===== config.mk =====
export PLATFORM = sky130hd
export DESIGN_NAME = fsm_button_turn
export DESIGN_NICKNAME = d
export VERILOG_FILES = /design/src/rtl/fsm_button_turn.sv
export SDC_FILE = /design/constraint.sdc
export NUM_CORES = 1
export LEC_CHECK = 0
export CORE_AREA = 2 2 39 41
export CTS_CLUSTER_SIZE = 20
export DETAILED_ROUTE_END_ITERATION = 10
export DIE_AREA = 0 0 41 43
export PLACE_DENSITY_LB_ADDON = 0.08
export SLEW_MARGIN = 30
export SYNTH_ARGS = -nofsm -noshare
export SYNTH_HDL_FRONTEND = slang
export SYNTH_SLANG_ARGS = --single-unit

===== constraint.sdc =====
create_clock -name clk -period 3.4 [get_ports clk]
set_input_delay 0.85 -clock clk [delete_from_list [all_inputs] [get_ports clk]]
set_output_delay 0.85 -clock clk [all_outputs]
set_load 0.05 [all_outputs]

===== src/rtl/fsm_button_turn.sv =====
// Move-button FSM for the tic-tac-toe display driver: counts accepted presses,
// tracks whose turn is next, and drives a ready indicator that follows the button.
module fsm_button_turn #(
    parameter int unsigned MAX_MOVES = 9
) (
    input  logic       clk,
    input  logic       reset,
    input  logic       E,
    output logic       z,
    output logic       turn,
    output logic [3:0] moves,
    output logic       board_full
);

    localparam int unsigned MOVES_W = 4;
    localparam logic [MOVES_W-1:0] MAX_MOVES_C = MOVES_W'(MAX_MOVES);

    typedef enum logic [1:0] {
        RELEASED = 2'b00,
        PRESSED  = 2'b01,
        FULL     = 2'b10,
        ILLEGAL  = 2'b11
    } state_e;

    state_e             state_q, state_d;
    logic               turn_q, turn_d;
    logic [MOVES_W-1:0] moves_q, moves_d;

    // State, turn and move-count registers
    always_ff @(posedge clk or posedge reset) begin
        if (reset) begin
            state_q <= RELEASED;
            turn_q  <= 1'b0;
            moves_q <= '0;
        end else begin
            state_q <= state_d;
            turn_q  <= turn_d;
            moves_q <= moves_d;
        end
    end

    // Next-state logic; a press is counted only on entry from RELEASED
    always_comb begin
        state_d = state_q;
        turn_d  = turn_q;
        moves_d = moves_q;
        case (state_q)
            RELEASED: begin
                if (E) begin
                    if (moves_q < MAX_MOVES_C) begin
                        state_d = PRESSED;
                        moves_d = moves_q + MOVES_W'(1);
                        turn_d  = ~turn_q;
                    end else begin
                        state_d = FULL;
                    end
                end
            end
            PRESSED: begin
                if (!E) state_d = RELEASED;
            end
            FULL:    state_d = FULL;
            default: state_d = RELEASED;
        endcase
    end

    assign z          = reset ? 1'b1 : ~E;
    assign turn       = turn_q;
    assign moves      = moves_q;
    assign board_full = (moves_q == MAX_MOVES_C);

endmodule


==> impl_results.md, run 1 <==
* Status: finished clean
* Setup Fix Bufs, Post-CTS at 0
* Crit path required time at ~2.6 ns
* Sequential Power Share at 32.0%
* Final Hold Fails at 0
* Routability cong. at 0.6681
* Peak fanout along the critical path at 5
* Drt initial violations at 3
* Synth top area share at a little under half
* Ordered cell list for the critical path: inv_1 > ha_1 > and3b_1 > clkdlybuf4s50_1
* Clock Path Buffers at 2
* First-pass GRT wire length at 1290 µm
* Critical Path AT at 1.85 ns
* Slew @ Worst Pin at just under 0.5 ns
* Number of setup violations in the final report at 0
* Hold Path Origin: turn$_DFFE_PP0P_
* Register area share after synthesis at between 40% and 50%
* Clk Tree Root Cell: clkbuf_4
* Clk sink count at 7
* Max-Cap Viols at 0
* Reg-to-Reg Start: moves[1]$_DFFE_PP0P_
* Yosys warnings at 0
* Hold-fix buffers at CTS at 0
* Cells after synthesis at 29
* Primary FF master, synth: dfrtp_1
* Sw frac at 49.26%
* DR vias at about 260
* Family with the most delay on the worst path: buffers and inverters
* ANT cells at 0
* Hold depth at 1
* Chip Height at 43 µm
* # rows at 14
* P_int at around 0.00029 W
* Final setup TNS at 0 ns
* Largest cells by area after synthesis: dfrtp_1 (47%), ha_1 (10%), a2111oi_4 (7.3%), inv_1 (5.0%), xor2_1 (4.7%)
* R2r worst-path depth at 5
* Layout area overhead at 35.55%
* Num CTS Buffers at 3
* Post-Route Utilization at 36.89%
* R2R Setup Slk at between 1.5 and 2 ns
* Number of remaining DRC errors at 0
* Worst Clk Skew at 0.001914 ns
* Total track usage at roughly 12%
* Pre-antenna DRT Iters at 2
* Max-slew headroom at about two thirds
* Async SR Flop Fraction at between 90% and 100%
* Final Net Count at just under 50
* Unrepaired setup endpoints after global routing: no
* Detail Placement HPWL at between 500 and 600 µm
* Clock period minus worst slack at roughly 2.7 ns
* Post-synth EDFFs at 0
* CTS clk-pin slew, worst paths at 0.06 ns
* Mapped Avg Cell Area at 12.99 µm²
* Sw power at between 0.0002 and 0.0003 W
* Vias in the first global route at 254
* Cell Area, Synth at 376.6 µm²
* WHS Endpoint: turn$_DFFE_PP0P_
* Power density over the cells at 1127 nW/µm²
* R2r endpoint: moves[1]$_DFFE_PP0P_
* Worst skew pair latency at 0.25 ns
* Crit Path Category: reg -> out
* # port buffers at 9
* Share of layout cells above drive strength 1 at 19.05%
* Clk pwr share at between 10% and 20%
* Critical path endpoint category: primary output
* CP bufs+invs at 2
* Die width at 41 µm
* Critical Path Source Type: register
* Synth area leader: dfrtp_1
* Critical Path Max Stage Delay at ~0.79 ns
* LEAKAGE at 0.2292 nW
* Vias per inst at 4.466
* CP max-delay cell: clkdlybuf4s50_1
* Worst hold margin at 0.4661 ns
* Syn nets at 35
* Die ar. at 1763 µm²
* Maximum number of pins on one net before global-route repair at 9
* Top-count cell post-synth: dfrtp_1
* DR WL/cell at 13.00 µm
* Post-cts sizing count at 0
* Placed cell count at 54
* H-tree depth at 1
* Worst hold path type: reg -> reg
* Period utilization at 79.47%
* Synth Register Bits at 7
* Placeable Area at 1384 µm²
* Initial antenna violation count at 0
* Remaining Overflow, GRT at 0
* Yosys cell types at 16
* Achievable frequency at approximately 370 MHz
* Initial core utilization at 27.22%
* Fin cells at 58
* Final Slew Violations at 0
* Remaining antenna violation count after routing at 0
* Routed Wire Length at 754 µm
* CTS tree: done
* Synth cell count leaders: dfrtp_1 (7), inv_1 (5), ha_1 (3), xor2_1 (2)
* Max IR drop VDD at 468.5 µV
* IO Pins at 10
* Comb pwr share at 54.7%
-- final cells by class --
class                      instances  area, µm²
fill                             134      873.3
multi-input combinational         17      182.7
sequential                         7      175.2
timing repair buffer               9      87.58
clock buffer                       4      26.28
tap                               16      20.02
inverter                           5      18.77
-- cells by family after synthesis --
logic type	after synthesis	share of synthesized area (%)
buffers and inverters	5	4.984
multiplexers	1	3.986
flip-flops	7	46.51
AND/OR/NAND/NOR	5	9.633
AO/OA/AOI/OAI	5	17.94
adder cells (fa/ha/maj)	3	9.968
XOR/XNOR	3	6.978
-- placed cells by master, fill, tap and decap left out, drive strengths merged, types with 2 or more instances in the layout --
cell and instances:
clkdlybuf4s50 8, ha 3, a2111oi 2, xor2 2
dfrtp 7, clkbuf 4, inv 5, nand2b 2
-- flip-flops by register name, indices dropped and copies added (netlist names) --
register,flops
moves,4
state_q,2
turn,1
-- metal layers --
| metal | global-route usage [%] | share of wire, % |
|---|---|---|
| met1 | 15.41 | 46 |
| met2 | 14.06 | 49 |
| met3 | 6.283 | 2.8 |
| met4 | 10.00 | 1.6 |
| met5 | 0 | 0 |
-- power groups by stage --
stage / clock network, W / registers, W / logic (W)
final: 0.0000769 / 0.000184 / 0.000314
after floorplan: 0 / 0.000283 / 0.000120
after global routing: 0.0000890 / 0.000192 / 0.000338
after detailed placement: 0 / 0.000185 / 0.000316
after global placement: 0 / 0.000183 / 0.000314
after CTS: 0.0000824 / 0.000184 / 0.000318
-- metrics by stage --
step | power [W] | area (µm²) | worst slack [ns]
6_report | 0.0005751 | 510.5 | 0.6979
5_1_grt | 0.0006189 | 510.5 | 0.6057
4_1_cts | 0.0005842 | 510.5 | 0.6784
3_5_place_dp | 0.0005004 | 484.2 | 0.7402
3_3_place_gp | 0.0004973 | 484.2 | 0.7705
2_1_floorplan | 0.0004029 | 376.6 | 1.178
-- how the worst max path moves through the flow --
stage	depth (start not counted)	end	start
global placement	4	z	reset
finish	4	board_full	moves[1]$_DFFE_PP0P_
CTS	4	board_full	moves[1]$_DFFE_PP0P_
floorplan	2	z	reset
global route	4	board_full	moves[1]$_DFFE_PP0P_
detailed placement	4	z	reset
Note: power is estimated with default switching activity, not from simulation.
==> inputs of run 2 (changes only) <==
==> constraint.sdc (replaced) <==
create_clock -name clk -period 2.3 [get_ports clk]
set_input_delay 0.575 -clock clk [delete_from_list [all_inputs] [get_ports clk]]
set_output_delay 0.575 -clock clk [all_outputs]
set_load 0.05 [all_outputs]
==> impl_results.md, run 2 (synthesis gave the netlist of run 1 again) <==
* Reg-to-Reg Start: moves[0]$_DFFE_PP0P_
* Worst hold path type: reg -> reg
* Share of layout cells above drive strength 1 at 26.67%
* Clk Tree Root Cell: clkbuf_4
* Critical path depth at 1
* H-tree depth at 1
* Drt initial violations at 0
* Maximum number of pins on one net before global-route repair at 8
* Clock Path Buffers at 2
* Crit path required time at approximately 1.7 ns
* Remaining Overflow, GRT at 0
* Total track usage at 11.60%
* Clk sink count at 7
* R2r endpoint: moves[1]$_DFFE_PP0P_
* Routability cong. at 0.7129
* Vias in the first global route at 285
* Placeable Area at 1384 µm²
* Routed Wire Length at approximately 740 µm
* Slew @ Worst Pin at 0.4989 ns
* Remaining antenna violation count after routing at 0
* # rows at 14
* Critical Path Start: moves[2]$_DFFE_PP0P_
* Worst Clk Skew at around 0.0064 ns
* Initial core utilization at a little over a quarter
* Worst hold margin at roughly 0.47 ns
* DR WL/cell at between 10 and 15 µm
* # port buffers at 9
* Power density over the cells at 1600 nW/µm²
* CP bufs+invs at 1
* Status: finished clean
* Critical Path Max Stage Delay at 0.83 ns
* Max IR drop VDD at around 440 µV
* Period utilization at 90.26%
* Post-cts sizing count at 0
* Pre-antenna DRT Iters at 1
* Peak fanout along the critical path at 5
* Detail Placement HPWL at 610.7 µm
* Max reg flops at 4
* LEAKAGE at around 0.25 nW
* Worst skew pair latency at 0.25 ns
* R2R Setup Slk at 0.62 ns
* Hold Path Origin: turn$_DFFE_PP0P_
* CTS tree: done
* Critical Path AT at 1.50 ns
* IO Pins at 10
* CP max-delay cell: clkdlybuf4s50_1
* Critical path endpoint category: primary output
* First-pass GRT wire length at 1262 µm
* Final Cell Area at approximately 540 µm²
* Hold-fix buffers at CTS at 0
* Number of setup violations in the final report at 0
* Max-Cap Viols at 0
* Commonest non-fill, non-tap cells in the layout: clkdlybuf4s50_1 (7), dfrtp_1 (7), inv_1 (5)
* Ordered cell list for the critical path: clkdlybuf4s50_1
* Post-DP Area at 516.7 µm²
* Final Hold Fails at 0
* Num CTS Buffers at 3
* Crit Path Category: reg -> out
* Die ar. at 1763 µm²
* Final Slew Violations at 0
* DR vias at approximately 260
* ANT cells at 0
* Layout area overhead at 44.19%
* Achievable frequency at 481.7 MHz
* Crit path capture: moves[2]
* Max-slew headroom at between 60% and 70%
* CTS clk-pin slew, worst paths at 0.06 ns
* Final Net Count at 52
* Unrepaired setup endpoints after global routing: no
* Die width at 41 µm
* Vias per inst at 4.246
* Chip Height at 43 µm
* Final setup TNS at 0 ns
* Setup Fix Bufs, Post-CTS at 0
* Initial antenna violation count at 0
* Family with the most delay on the worst path: buffers and inverters
* Clock period minus worst slack at approximately 2.1 ns
* Critical Path Source Type: register
* R2r worst-path depth at 5
* Number of remaining DRC errors at 0
run 2: how the worst min path moves through the flow:
stage / endpoint / depth (start not counted) / slack (ns)
6_report: turn$_DFFE_PP0P_ / 1 / 0.47
3_3_place_gp: turn$_DFFE_PP0P_ / 1 / 0.46
2_1_floorplan: moves[0]$_DFFE_PP0P_ / 1 / 0.39
3_5_place_dp: turn$_DFFE_PP0P_ / 1 / 0.46
4_1_cts: turn$_DFFE_PP0P_ / 1 / 0.47
5_1_grt: turn$_DFFE_PP0P_ / 1 / 0.50
run 2: metrics by stage:
stage	utilization (%)	std cells	power [W]	setup WS (ns)
2_1_floorplan	-	29	0.0005956	0.3704
3_3_place_gp	37.34	57	0.0007604	0.2721
3_5_place_dp	37.34	57	0.0007665	0.2545
4_1_cts	39.24	61	0.0008876	0.2007
5_1_grt	39.24	61	0.0009329	0.1636
6_report	39.24	61	0.0008689	0.2239
run 2: per-layer routing:
| layer | share of wire (%) | global-route usage [%] | wire [µm] | vias to the layer above |
|---|---|---|---|---|
| met5 | 0 | 0 | 0 | - |
| met4 | 1.6 | 6.000 | 12 | 0 |
| met3 | 3.5 | 9.424 | 26 | 2 |
| met2 | 51 | 15.63 | 382 | 2 |
| met1 | 43 | 12.42 | 322 | 122 |
| li1 | - | - | - | 133 |
run 2: layout make-up:
cell class	count	area [µm²]
multi-input combinational	17	182.7
sequential	7	175.2
timing repair buffer	12	120.1
fill	145	840.8
clock buffer	4	26.28
tap	16	20.02
inverter	5	18.77
run 2: power breakdown:
group          internal [W]  switching [W]
Sequential         0.000184      0.0000709
Clock             0.0000662      0.0000449
Combinational      0.000199       0.000303
==> inputs of run 3 (changes only) <==
==> constraint.sdc (replaced) <==
create_clock -name clk -period 2.3 [get_ports clk]
set_input_delay 0.575 -clock clk [delete_from_list [all_inputs] [get_ports clk]]
set_output_delay 0.575 -clock clk [all_outputs]
set_load 0.1 [all_outputs]
==> impl_results.md, run 3 (synthesis gave the netlist of run 1 again) <==
* Num CTS Buffers at 3
* Commonest non-fill, non-tap cells in the layout: dfrtp_1 (7), buf_4 (7), inv_1 (5)
* FILL cells at 141
* Worst hold path type: reg -> reg
* Crit path required time at 1.73 ns
* Vias in the first global route at 281
* Clock period minus worst slack at 1.926 ns
* Max-slew headroom at 78.98%
* Critical Path Source Type: input port
* Period utilization at 83.76%
* Detail Placement HPWL at a little over 500 µm
* H-tree depth at 1
* Clk Tree Root Cell: clkbuf_4
* Placeable Area at ~1400 µm²
* Initial core utilization at 27.22%
* Clk sink count at 7
* Maximum number of pins on one net before global-route repair at 8
* Total track usage at 10.74%
* Status: finished clean
* Setup slack after layout at roughly 0.37 ns
* Die width at 41 µm
* Drt initial violations at 0
* Number of setup violations in the final report at 0
* Worst Clk Skew at 0.001256 ns
* Routability cong. at 0.6992
* Final Slew Violations at 0
* Remaining antenna violation count after routing at 0
* Final setup TNS at 0 ns
* Max-Cap Viols at 0
* CTS tree: done
* Final Hold Fails at 0
* Final Net Count at 51
* Vias per inst at ~4.4
* First-pass GRT wire length at ~1200 µm
* IO Pins at 10
* Critical path endpoint category: primary output
* Placement Setup Slack at 0.2871 ns
* Setup Fix Bufs, Post-CTS at 0
* Worst skew pair latency at 0.25 ns
* Die ar. at 1763 µm²
* Layout area overhead at 42.53%
* Pre-antenna DRT Iters at 1
* Peak fanout along the critical path at 3
* Number of remaining DRC errors at 0
* Remaining Overflow, GRT at 0
* Achievable frequency at about 520 MHz
* Clock Path Buffers at 2
* # port buffers at 9
* # rows at 14
* Chip Height at 43 µm
* Post-Route Utilization at 38.79%
* Max reg flops at 4
* Crit Path Category: in -> out
* ANT cells at 0
* Initial antenna violation count at 0
* CTS clk-pin slew, worst paths at 0.05 ns
* Post-cts sizing count at 0
* Critical Path AT at 1.35 ns
* Unrepaired setup endpoints after global routing: no
* Slew @ Worst Pin at between 0.3 and 0.4 ns
* DR vias at 261
* DR WL/cell at 11.38 µm
* Hold-fix buffers at CTS at 0
* Share of layout cells above drive strength 1 at between 30 and 40%
* Routed Wire Length at 683 µm
[run 3: path summary, 6_finish.rpt]
kind | endpoint | slack (ns) | depth (start not counted) | from
worst max-delay path | z | 0.37 | 3 | E
max in group asynchronous | moves[0]$_DFFE_PP0P_ | 1.57 | 3 | reset
worst min-delay path | turn$_DFFE_PP0P_ | 0.47 | 1 | turn$_DFFE_PP0P_
min in group asynchronous | turn$_DFFE_PP0P_ | 0.61 | 3 | reset
worst min register to register | turn$_DFFE_PP0P_ | 0.47 | 1 | turn$_DFFE_PP0P_
worst max register to register | moves[1]$_DFFE_PP0P_ | 0.63 | 5 | moves[0]$_DFFE_PP0P_
[run 3: metal layers]
metal  GRT usage (%)  vias to the layer above  wire (µm)
met5               0                        -          0
met3           3.141                        2         32
li1                -                      132          -
met1           11.92                      123        315
met2           14.37                        4        325
met4           12.00                        0         10
[run 3: worst max-delay path, cell delays in order]
cell	delay, ns
clkdlybuf4s50_1	0.50
nand2_1	0.10
buf_12	0.17
[run 3: layout make-up]
| type | count | area [µm²] | share of cell area, % |
|---|---|---|---|
| Clock buffer | 4 | 26.28 | 4.895 |
| Inverter | 5 | 18.77 | 3.497 |
| Multi-Input combinational cell | 17 | 183.9 | 34.27 |
| Sequential cell | 7 | 175.2 | 32.63 |
| Tap cell | 16 | 20.02 | 3.730 |
| Timing Repair Buffer | 11 | 112.6 | 20.98 |
[run 3: stage by stage]
stage | instances | hold slack (ns) | instance area [µm²]
finish | 60 | 0.4692 | 536.8
global route | 60 | 0.5139 | 536.8
CTS | 60 | 0.4698 | 536.8
detailed placement | 56 | 0.4599 | 510.5
global placement | 56 | 0.4581 | 510.5
floorplan | 29 | 0.3866 | 377.9
Power of run 3 is not shown: default switching activity piles up to over one toggle a cycle in this logic, so the estimate is an artifact.
